File: config.mk
export PLATFORM = sky130hd
export DESIGN_NAME = dsi_lanes_distributor_flat
export DESIGN_NICKNAME = d
export VERILOG_FILES = /design/src/rtl/dsi_lanes_distributor_pkg.sv /design/src/rtl/dsi_lanes_distributor_if.sv /design/src/rtl/dsi_lanes_distributor_lanes_byte_buffer.sv /design/src/rtl/dsi_lanes_distributor.sv /design/src/flat_wrapper.sv
export SDC_FILE = /design/constraint.sdc
export NUM_CORES = 1
export LEC_CHECK = 0
export CORE_AREA = 2 2 165 119
export DETAILED_ROUTE_END_ITERATION = 8
export DIE_AREA = 0 0 167 121
export SYNTH_ARGS = -nofsm -noshare
export SYNTH_HDL_FRONTEND = slang
export SYNTH_SLANG_ARGS = --single-unit
File: constraint.sdc
create_clock -name clk -period 9.2 [get_ports clk]
set_input_delay 2.76 -clock clk [delete_from_list [all_inputs] [get_ports clk]]
set_output_delay 2.76 -clock clk [all_outputs]
set_load 0.03 [all_outputs]
File: src/rtl/dsi_lanes_distributor_pkg.sv
// Shared types and constants for the DSI HS lane distributor.
package dsi_lanes_pkg;

  localparam int MAX_LANES = 4;
  localparam int BYTE_W    = 8;

  typedef enum logic [1:0] {
    IDLE  = 2'd0,
    RUN   = 2'd1,
    DRAIN = 2'd2
  } state_t;

  // Mask of n ones, LSB first; n ranges over 0..MAX_LANES.
  function automatic logic [MAX_LANES-1:0] lane_mask(input logic [2:0] n);
    logic [MAX_LANES-1:0] m;
    m = '0;
    for (int i = 0; i < MAX_LANES; i++) begin
      if (i < int'(n)) m[i] = 1'b1;
    end
    return m;
  endfunction

endpackage

File: src/rtl/dsi_lanes_distributor_if.sv
// Word-in / lanes-out bundle between the bonder, the distributor and the per-lane serializers.
interface dsi_lanes_distributor_if;
  logic [1:0]  lanes_number;
  logic [31:0] in_data;
  logic        in_ready;
  logic        in_read;
  logic        lanes_ready;
  logic [31:0] lane_data;
  logic [3:0]  lane_valid;
  logic        hs_active;

  modport slave (
    input  lanes_number, in_data, in_ready, lanes_ready,
    output in_read, lane_data, lane_valid, hs_active
  );

  modport master (
    output lanes_number, in_data, in_ready, lanes_ready,
    input  in_read, lane_data, lane_valid, hs_active
  );
endinterface

File: src/rtl/dsi_lanes_distributor_lanes_byte_buffer.sv
// Byte shift buffer: pops pop_n head bytes and appends a 4-byte word after the remainder in one clock.
// Head bytes are visible combinationally; the caller guarantees count never overflows DEPTH.
module lanes_byte_buffer
  import dsi_lanes_pkg::*;
#(
  parameter int DEPTH = 8,
  parameter int CNT_W = $clog2(DEPTH + 1)
) (
  input  logic                          clk,
  input  logic                          reset,
  input  logic                          push,
  input  logic [MAX_LANES*BYTE_W-1:0]   push_data,
  input  logic [2:0]                    pop_n,
  output logic [MAX_LANES*BYTE_W-1:0]   head,
  output logic [CNT_W-1:0]              count
);

  logic [DEPTH*BYTE_W-1:0] data_q, data_d;
  logic [CNT_W-1:0]        count_q, count_d, remain;

  always_comb begin
    remain = count_q - CNT_W'(pop_n);
    data_d = data_q >> (BYTE_W * int'(pop_n));
    if (push) begin
      for (int i = 0; i < DEPTH; i++) begin
        if (i >= int'(remain) && i < int'(remain) + MAX_LANES) begin
          data_d[i*BYTE_W +: BYTE_W] = push_data[(i - int'(remain))*BYTE_W +: BYTE_W];
        end
      end
    end
    count_d = remain + (push ? CNT_W'(MAX_LANES) : '0);
  end

  always_ff @(posedge clk) begin
    if (reset) begin
      data_q  <= '0;
      count_q <= '0;
    end else begin
      data_q  <= data_d;
      count_q <= count_d;
    end
  end

  assign head  = data_q[MAX_LANES*BYTE_W-1:0];
  assign count = count_q;

endmodule

File: src/rtl/dsi_lanes_distributor.sv
// Spreads the bonded 32-bit HS stream over 1..4 lanes; lane outputs are registered one clock after the emit decision.
// Emits only while lanes_ready is high; pops a word only when the remainder after this cycle's emission fits beside it.
module dsi_lanes_distributor
  import dsi_lanes_pkg::*;
#(
  parameter int BUF_BYTES = 8
) (
  input  logic                    clk,
  input  logic                    reset,
  dsi_lanes_distributor_if.slave  bus
);

  localparam int CNT_W = $clog2(BUF_BYTES + 1);

  state_t           state_q, state_d;
  logic [1:0]       lanes_q;
  logic [2:0]       lanes_n;
  logic [CNT_W-1:0] count;
  logic [31:0]      head;
  logic [2:0]       emit_n;
  logic             fetch;
  logic [31:0]      group;
  logic [31:0]      lane_data_q;
  logic [3:0]       lane_valid_q;
  logic             hs_q;

  assign lanes_n = {1'b0, lanes_q} + 3'd1;

  always_comb begin
    state_d = state_q;
    emit_n  = '0;
    fetch   = 1'b0;
    case (state_q)
      IDLE: begin
        if (bus.in_ready) begin
          fetch   = 1'b1;
          state_d = RUN;
        end
      end
      RUN: begin
        if (bus.lanes_ready && count >= CNT_W'(lanes_n)) emit_n = lanes_n;
        fetch = bus.in_ready && ((count - CNT_W'(emit_n)) <= CNT_W'(MAX_LANES));
        if (!bus.in_ready) state_d = DRAIN;
      end
      DRAIN: begin
        // A short tail goes out as a partial group rather than waiting for more bytes.
        if (bus.lanes_ready && count != '0) begin
          emit_n = (count >= CNT_W'(lanes_n)) ? lanes_n : 3'(count);
        end
        if (count == CNT_W'(emit_n)) state_d = IDLE;
      end
      default: state_d = IDLE;
    endcase
    if (reset) fetch = 1'b0;
  end

  always_comb begin
    group = '0;
    for (int i = 0; i < MAX_LANES; i++) begin
      if (i < int'(emit_n)) group[i*BYTE_W +: BYTE_W] = head[i*BYTE_W +: BYTE_W];
    end
  end

  lanes_byte_buffer #(
    .DEPTH (BUF_BYTES),
    .CNT_W (CNT_W)
  ) u_buf (
    .clk       (clk),
    .reset     (reset),
    .push      (fetch),
    .push_data (bus.in_data),
    .pop_n     (emit_n),
    .head      (head),
    .count     (count)
  );

  always_ff @(posedge clk) begin
    if (reset) begin
      state_q      <= IDLE;
      lanes_q      <= '0;
      lane_data_q  <= '0;
      lane_valid_q <= '0;
      hs_q         <= 1'b0;
    end else begin
      state_q <= state_d;
      if (state_q == IDLE) lanes_q <= bus.lanes_number;
      lane_valid_q <= lane_mask(emit_n);
      if (emit_n != '0) lane_data_q <= group;
      // Held across stalls while bytes remain; drops once the buffer is empty and nothing was emitted.
      hs_q <= (emit_n != '0) || (hs_q && count != '0);
    end
  end

  assign bus.in_read    = fetch;
  assign bus.lane_data  = lane_data_q;
  assign bus.lane_valid = lane_valid_q;
  assign bus.hs_active  = hs_q;

endmodule

File: src/flat_wrapper.sv
// flat-port wrapper written by rule: the top's interface ports become plain ports
module dsi_lanes_distributor_flat import dsi_lanes_pkg::*;
#(
  parameter int BUF_BYTES = 8
)
  (clk, reset, bus_lanes_number, bus_in_data, bus_in_ready, bus_lanes_ready, bus_in_read, bus_lane_data, bus_lane_valid, bus_hs_active);
  dsi_lanes_distributor_if bus_i ();
  input  logic clk;
  input  logic reset;
  input wire logic [$bits(bus_i.lanes_number)-1:0] bus_lanes_number;
  input wire logic [$bits(bus_i.in_data)-1:0] bus_in_data;
  input wire logic [$bits(bus_i.in_ready)-1:0] bus_in_ready;
  input wire logic [$bits(bus_i.lanes_ready)-1:0] bus_lanes_ready;
  output wire logic [$bits(bus_i.in_read)-1:0] bus_in_read;
  output wire logic [$bits(bus_i.lane_data)-1:0] bus_lane_data;
  output wire logic [$bits(bus_i.lane_valid)-1:0] bus_lane_valid;
  output wire logic [$bits(bus_i.hs_active)-1:0] bus_hs_active;
  assign bus_i.lanes_number = bus_lanes_number;
  assign bus_i.in_data = bus_in_data;
  assign bus_i.in_ready = bus_in_ready;
  assign bus_i.lanes_ready = bus_lanes_ready;
  assign bus_in_read = bus_i.in_read;
  assign bus_lane_data = bus_i.lane_data;
  assign bus_lane_valid = bus_i.lane_valid;
  assign bus_hs_active = bus_i.hs_active;
  dsi_lanes_distributor #(.BUF_BYTES(BUF_BYTES)) u_core (.clk(clk), .reset(reset), .bus(bus_i));
endmodule
==> run_results.csv, run 1 <==
group,metric,value,unit
grt,antenna_found_initial,1,
critical_path,cp.arrival,5.46,ns
power,cellPowerDensity,176,nW/um^2
sta,rsz0062_at_grt,"no",
yosys,netlist-cell-type-count,75,
sta,period_share,89.3,%
sta,worst_slew_pin_slew,0.998,ns
clock_network,clock_sinks,109,
critical_path,critPathRequiredTime,6.44,ns
placed_design,placed_cell_area,8150,sq um
sta,whs,0.454,ns
job,maxCapViolations,0,
clock_network,htreeDepth,3,
route,routed_wl,25200,um
yosys,synthMuxAreaShare,17.0,%
yosys,yosys.area_share.simple,14.5,%
yosys,ys_warn_count,0,
sta,fmax,0.122,GHz
worst_hold_path,min_path_type,"register to register",
yosys,synthCells,798,
placed_design,gp_congestion,0.932,
grt,use_met3,6.59,%
yosys,synth-xor-area-share,1.37,%
grt,grt_pass1_wl,39000,um
clock_network,numCtsBuffers,9,
grt,gr-total-overflow,0,
floorplan,boundaryPins,76,
sta,drv_slew,0,
final_layout,multi_input_area,4690,sq um
clock_network,clock_path_buffers,2,
grt,grt_pass1_vias,6190,
yosys,syn_nets,858,
grt,use_met2,32.6,%
clock_network,cts_tree,"done",
power,peakVddDrop,0.0943,mV
route,wl_per_cell,23.2,um
yosys,synth-compound-area-share,27.3,%
power,leakagePower,3.18,nW
final_layout,seq_area,2180,sq um
placed_design,dp_hpwl,18100,um
yosys,avgSynthCellArea,9.16,sq um
grt,grt_busiest_layer,"met1",
route,route.detailed.drc,0,
floorplan,start_util,39.4,%
grt,grt_util_met1,39.7,%
yosys,synth-main-ff-cell,"dfxtp_1",
sta,clock_skew,0.0149,ns
grt,grt_usage,25.0,%
yosys,synth_edf_count,0,
route,dr.pass1.iters,5,
yosys,synth_top_family_by_area,"compound AO/OA/AOI/OAI gates",
floorplan,die_w,167,um
critical_path,crit_path_end_kind,"output port",
clock_network,cts_resized,0,
yosys,ys_ff_latch,109,
yosys,ys_seq_area_share,29.8,%
yosys,synthArstFlopShare,0,%
clock_network,cts.hold.buffers_added,0,
final_layout,n_fill_cell,1776,
sta,layout_min_cycle_time,8.22,ns
clock_network,path_clk_slew,0.08,ns
clock_network,cts-root-buf,"clkbuf_16",
placed_design,portBuffers,75,
sta,setup_violations,0,
critical_path,startpoint_type,"primary input",
critical_path,crit_type,"primary input to output port",
floorplan,chipHeight,121,um
outcome,status,"finished, final reports clean",
route,dr_total_vias,6987,
final_layout,nets,900,
floorplan,core_area,18600,sq um
final_layout,area_growth,15.6,%
yosys,netlist_area,7310,sq um
final_layout,num_antenna_cells,0,
route,drt_iter0_drc,914,
route,viasPerCell,6.43,
clock_network,post-cts-setup-buffers,0,
sta,slew_headroom,33.5,%
floorplan,dieArea,20200,sq um
yosys,synth_fa_ha_area_share,3.87,%
clock_network,clk_latency,0.37,ns
sta,hold_viol,0,
final_layout,drive_gt1_share,12.5,%
critical_path,cp_max_fo,13,
sta,tns,0,ns
floorplan,rows,42,
final_layout,fin_area,8450,sq um
route,ant_nets,0,
grt,grt_max_degree,74,
-- path summary, 6_finish.rpt --
| check | from | endpoint | slack [ns] | cells past startpoint |
|---|---|---|---|---|
| min reg2reg | u_core.bus.lane_data[4] | u_core.bus.lane_data[4] | 0.45 | 2 |
| max | bus_lanes_ready | bus_in_read | 0.98 | 8 |
| min | u_core.bus.lane_data[4] | u_core.bus.lane_data[4] | 0.45 | 2 |
| max reg2reg | u_core.lanes_q[0] | u_core.u_buf.data_q[17] | 3.21 | 21 |
-- state kept, by name (all words and copies together) (netlist names) --
signal                 cells
u_core.u_buf.data_q       64
u_core.bus.lane_data      32
u_core.bus.lane_valid      4
u_core.u_buf.count         4
u_core.lanes_q             2
u_core.state_q             2
u_core.bus.hs_active       1
-- layer usage --
| layer | wire length (um) | up-vias |
|---|---|---|
| li1 | - | 3157 |
| met1 | 12100 | 3364 |
| met2 | 9540 | 432 |
| met3 | 3110 | 32 |
| met4 | 416 | 2 |
| met5 | 13 | - |
-- cell type report --
class	count	share of cell area, %
inverter	23	1.05
multi-input combinational	603	55.4
timing repair buffer	94	10.5
clock buffer	10	2.71
clock inverter	6	0.903
tap	242	3.58
sequential	109	25.8
-- critical path: stages --
cell and delay, ns:
clkdlybuf4s50_1 0.71, nand3_1 0.15, ha_1 0.30, nor2b_1 0.14
or3_1 0.30, a31oi_1 0.17, a32o_1 0.24, clkdlybuf4s50_1 0.69
-- through the flow --
stage	instances	total power [mW]	worst slack, ns	utilization (%)
2_1_floorplan	798	0.885	1.99	-
3_3_place_gp	1071	1.06	0.978	43.9
3_5_place_dp	1071	1.07	0.973	43.9
4_1_cts	1087	1.48	0.953	45.6
5_1_grt	1087	1.55	0.784	45.6
6_report	1087	1.49	0.981	45.6
-- power by group --
group          total [mW]  internal (mW)  leakage [nW]  switching (mW)
clock               0.412          0.217         0.150           0.195
combinational       0.515          0.205          2.15           0.309
sequential          0.558          0.508         0.884          0.0505
total                1.49          0.930          3.18           0.555
-- cells in the mapped netlist, drive strengths merged (12+ instances only) --
library cell / count / area, sq um
a21oi: 69 / 353
mux4: 32 / 721
a22oi: 17 / 128
clkbuf: 26 / 97.6
inv: 22 / 85.1
dfxtp: 109 / 2180
nand2: 106 / 400
a21o: 12 / 90.1
mux2i: 39 / 390
ha: 21 / 263
a22o: 32 / 280
mux2: 12 / 135
nor2: 55 / 229
buf: 37 / 260
a211oi: 17 / 143
a221oi: 16 / 140
-- cell families after synthesis --
kind of cell	after synthesis
adder cells (fa/ha/maj)	22
buffers and inverters	86
flip-flops	109
XOR/XNOR	9
AND/OR/NAND/NOR	225
multiplexers	83
AO/OA/AOI/OAI	264
-- placed cells by master, fill, tap and decap left out, types with 3 or more instances in the layout --
| master | count |
|---|---|
| a2111oi_0 | 3 |
| a211oi_1 | 14 |
| a211oi_2 | 3 |
| a21o_1 | 12 |
| a21oi_1 | 67 |
| a221oi_1 | 16 |
| a22o_1 | 32 |
| a22oi_1 | 17 |
| a311oi_1 | 9 |
| a31oi_1 | 10 |
| a32o_1 | 3 |
| a32oi_1 | 10 |
| and2_1 | 9 |
| and3_1 | 8 |
| buf_4 | 19 |
| clkbuf_16 | 9 |
| clkdlybuf4s50_1 | 74 |
| dfxtp_1 | 109 |
| ha_1 | 20 |
| inv_1 | 19 |
| inv_6 | 3 |
| mux2_2 | 12 |
| mux2i_1 | 39 |
| mux4_2 | 32 |
| nand2_1 | 105 |
| nand3_1 | 9 |
| nand4_1 | 7 |
| nor2_1 | 52 |
| nor2_4 | 3 |
| nor2b_1 | 6 |
| nor3_1 | 9 |
| o2111ai_1 | 8 |
| o211ai_1 | 9 |
| o21ai_0 | 9 |
| o22ai_1 | 8 |
| o32a_1 | 6 |
| o41a_1 | 7 |
| or3_1 | 3 |
| xnor2_1 | 7 |
Power figures use the tool's default switching activity.
==> run 2, diff against run 1 <==
- SLEW_MARGIN: default -> 20
==> results of run 2 <==
Final layout, timing and power as in run 1 (identical DEF).
==> run 3, diff against run 2 <==
- CORE_AREA: 2 2 165 119 -> 3 3 166 120
- CTS_BUF_LIST: default -> sky130_fd_sc_hd__clkbuf_2
- DIE_AREA: 0 0 167 121 -> 0 0 169 123
==> run 3 against run 2 <==
  * Routed wire length up 0.68%
  * Clock-buffer cell count down 1
  * Final cell count down 0.46%
  * Register-to-register slack worse by 0.09 ns
  * Clock power down 40%
  * Non-clock buffer count down 6
  * Largest cell class unchanged
  * Largest power group unchanged
==> run_results.csv, run 3 (synthesis gave the netlist of run 1 again) <==
group,metric,value,unit
grt,grt_pass1_wl,38800,um
clock_network,clock_path_buffers,2,
sta,setup_violations,0,
sta,period_share,89.4,%
sta,hold_viol,0,
grt,gr-total-overflow,0,
route,wl_per_cell,23.4,um
critical_path,cp_max_fo,13,
critical_path,worstPathCellList,"clkdlybuf4s50_1 > nand3_1 > ha_1 > nor2b_1 > or3_1 > a31oi_1 > a32o_1 > clkdlybuf4s50_1",
sta,tns,0,ns
final_layout,finalNonFillerCells,1082,
outcome,status,"finished, final reports clean",
sta,rsz0062_at_grt,"no",
critical_path,crit_path_end_kind,"output port",
floorplan,boundaryPins,76,
grt,antenna_found_initial,1,
clock_network,cts_tree,"done",
route,routed_wl,25300,um
route,ant_nets,0,
critical_path,r2r_slack,3.12,ns
critical_path,cpMostUsedCell,"clkdlybuf4s50_1",
route,dr.pass1.iters,7,
clock_network,post-cts-setup-buffers,0,
final_layout,fin_util,44.4,%
critical_path,critPathRequiredTime,6.44,ns
sta,whs,0.470,ns
grt,grt_max_degree,75,
grt,use_met3,7.48,%
grt,grt_busiest_layer,"met1",
job,maxCapViolations,0,
floorplan,rows,42,
floorplan,start_util,39.4,%
clock_network,cts_resized,0,
power,leakagePower,3.08,nW
floorplan,die_w,169,um
clock_network,htreeDepth,3,
final_layout,n_fill_cell,1810,
sta,drv_slew,0,
final_layout,layout_commonest_cell,"dfxtp_1",
sta,layout_min_cycle_time,8.22,ns
floorplan,core_area,18600,sq um
grt,grt_usage,24.3,%
grt,use_met2,31.9,%
final_layout,largest_register_ffs,64,
final_layout,layout_common_cells,"dfxtp_1 (109), nand2_1 (105), clkdlybuf4s50_1 (74), a21oi_1 (67), nor2_1 (52)",
placed_design,gp_congestion,0.956,
route,route.detailed.drc,0,
grt,grt_pass1_vias,6224,
clock_network,numCtsBuffers,9,
placed_design,dp_hpwl,18200,um
critical_path,cp.arrival,5.46,ns
critical_path,crit_type,"primary input to output port",
critical_path,slowest_delay,0.71,ns
placed_design,portBuffers,75,
critical_path,slowest_stage,"clkdlybuf4s50_1",
sta,fmax,0.122,GHz
sta,worst_slew_pin_slew,1.01,ns
route,drt_iter0_drc,864,
sta,clock_skew,0.0504,ns
clock_network,path_clk_slew,0.31,ns
final_layout,nets,894,
route,viasPerCell,6.38,
critical_path,startpoint_type,"primary input",
clock_network,clock_sinks,109,
worst_hold_path,min_path_type,"register to register",
final_layout,drive_gt1_share,12.0,%
route,dr_total_vias,6900,
power,peakVddDrop,0.0663,mV
floorplan,dieArea,20800,sq um
clock_network,cts-root-buf,"clkbuf_2",
grt,grt_util_met1,38.2,%
sta,slew_headroom,32.2,%
floorplan,chipHeight,123,um
clock_network,cts.hold.buffers_added,0,
final_layout,area_growth,12.6,%
placed_design,dp.cells,1065,
clock_network,clk_latency,0.70,ns
final_layout,largest_register,"u_core.u_buf.data_q",
power,cellPowerDensity,159,nW/um^2
run 3: final timing paths:
path | from | to | depth (start not counted)
setup / recovery | bus_lanes_ready | bus_in_read | 8
hold / removal | u_core.bus.lane_data[4] | u_core.bus.lane_data[4] | 2
setup reg to reg | u_core.lanes_q[0] | u_core.u_buf.data_q[27] | 17
hold reg to reg | u_core.bus.lane_data[4] | u_core.bus.lane_data[4] | 2
run 3: cell type report:
class | count | area, sq um | area share [%]
antenna | 1 | 2.50 | 0.0304
clock buffer | 9 | 45.0 | 0.547
sequential | 109 | 2180 | 26.5
inverter | 23 | 88.8 | 1.08
multi-input combinational | 603 | 4690 | 57.0
tap | 242 | 303 | 3.68
timing repair buffer | 88 | 843 | 10.2
clock inverter | 7 | 80.1 | 0.972
run 3: where the power goes:
part           total (mW)  internal, mW  leakage [nW]  switching, mW
sequential          0.558         0.510         0.884         0.0481
combinational       0.505         0.196          2.12          0.309
clock               0.247        0.0676        0.0764          0.180
run 3: critical path, delay by kind of cell:
kind	cells	cell delay (ns)
AOI/OAI and AO/OA	2	0.43
and+or+nand+nor	3	0.57
buffers and inverters	2	1.41
adders and majority gates	1	0.29
run 3: metal layers:
metal	wire length, um	vias to the layer above
met5	0	-
met4	403	0
met3	3470	31
met2	9680	475
met1	11800	3251
li1	-	3143
run 3: metrics by stage:
step	power (mW)	setup WS (ns)	instance area [sq um]
CTS	1.30	0.957	8230
detailed placement	1.05	0.967	8110
global route	1.37	0.825	8240
floorplan	0.885	1.99	7310
global placement	1.05	0.966	8110
finish	1.31	0.977	8240
==> variant, RTL diff (settings of run 2) <==
`data_q` no longer has a reset.
--- a/src/rtl/dsi_lanes_distributor_lanes_byte_buffer.sv
+++ b/src/rtl/dsi_lanes_distributor_lanes_byte_buffer.sv
@@ -34,10 +34,12 @@
   always_ff @(posedge clk) begin
     if (reset) begin
-      data_q  <= '0;
       count_q <= '0;
     end else begin
-      data_q  <= data_d;
       count_q <= count_d;
     end
+  end
+
+  always_ff @(posedge clk) begin
+    data_q <= data_d;
   end
 
Formal check against the unedited RTL: no difference found for any inputs over 4 cycles, from zero or initial values and one cycle with reset high; that may be too few to reach the edited logic, so the function may still have changed.
==> variant against run 2 <==
  * Die area unchanged
  * Clock power up 3%
  * Setup slack lost 69 ps
  * First-iteration DRC count decreased by 12%
  * Sequential cell count is the same
  * Routed wire length shrank 13%
  * Final area fell by 4.0%
  * Area after synthesis shrank 4.5%
  * Synthesized cell count is 3.3% lower
  * Total power increased by 31%
  * Via count down 9.5%
  * Maximum frequency fell by 0.83%
  * Final cell count shrank 2.2%
  * Critical path type unchanged
  * Largest cell class unchanged
  * Largest power group unchanged
==> variant: results (changes against run 2) <==
- Status: finished, final reports clean (unchanged)
- Hold slack: 452.9 ps (was 454.4 ps)
- Met3 Use GR: 6.751% (was 6.588%)
- Routability Congestion: 0.9122 (was 0.9324)
- Synth cell types: 79 (was 75)
- Placed instance count: 1047 (was 1071)
- Register area share after synthesis: 31.25% (was 29.84%)
- Largest net degree at the start of global routing: 61 (was 74)
- GR Util met1: 37.01% (was 39.67%)
- R2r setup slk: 3350 ps (was 3210 ps)
- HPWL Detailed: 16.63 mm (was 18.11 mm)
- DR WL met2: 7.430 mm (was 9.539 mm)
- Vias post-DR: 6323 (was 6987)
- Final #Nets: 876 (was 900)
- Sw Pwr: 805.2 uW (was 555.0 uW)
- Highest metal used: met4 (was met5)
- Share of cells above drive strength 1: 9.622% (was 12.54%)
- Switching part of the total: 41.45% (was 37.37%)
- Hold Crit Start: u_core.bus.lane_data[2] (was u_core.bus.lane_data[4])
- Vias in the first global route: 5752 (was 6190)
- Clk pwr share: 21.8% (was 27.8%)
- Grt met2 use: 26.05% (was 32.56%)
- Initial detailed-routing violation count: 801 (was 914)
- Top area cells in the synthesized netlist: dfxtp_1, mux2i_1, mux4_2 (was dfxtp_1, mux4_2, nand2_1)
- Met3 WL: 2.673 mm (was 3.110 mm)
- Commonest cells post-synth: dfxtp_1, nand2_1, mux2i_1 (was dfxtp_1, nand2_1, a21oi_1)
- Hold Path End: u_core.bus.lane_data[2] (was u_core.bus.lane_data[4])
- All-Layer GR Usage: 21.87% (was 24.97%)
## variant: cell types whose count changed after synthesis, moves of 9 or more
cell,delta
nand2_1,-18
o22ai_1,+21
o21ai_0,+29
mux2i_1,+40
mux4_2,-16
nor2_1,+11
a21o_1,-9
a22oi_1,-11
a21oi_1,-29
a32oi_1,-10
a221oi_1,-16
o2bb2ai_1,+14
## variant: final cells by class
type                            instances  area [um2]
Fill cell                            1824       10440
Timing Repair Buffer                   82       803.3
Multi-Input combinational cell        594        4424
Inverter                               20       75.07
Tap cell                              242       302.8
Clock inverter                          7       102.6
Clock buffer                            9       225.2
Sequential cell                       109        2182
## variant: cell families (layout without fill, tap and decap cells)
group                    after synthesis  in the layout  synth area share (%)
AO/OA/AOI/OAI                        243            243                 25.14
XOR/XNOR                               9              9                 1.236
adder cells (fa/ha/maj)               22             22                 4.049
buffers and inverters                 69            118                 5.429
flip-flops                           109            109                 31.25
multiplexers                         108            108                 18.80
AND/OR/NAND/NOR                      212            212                 14.10
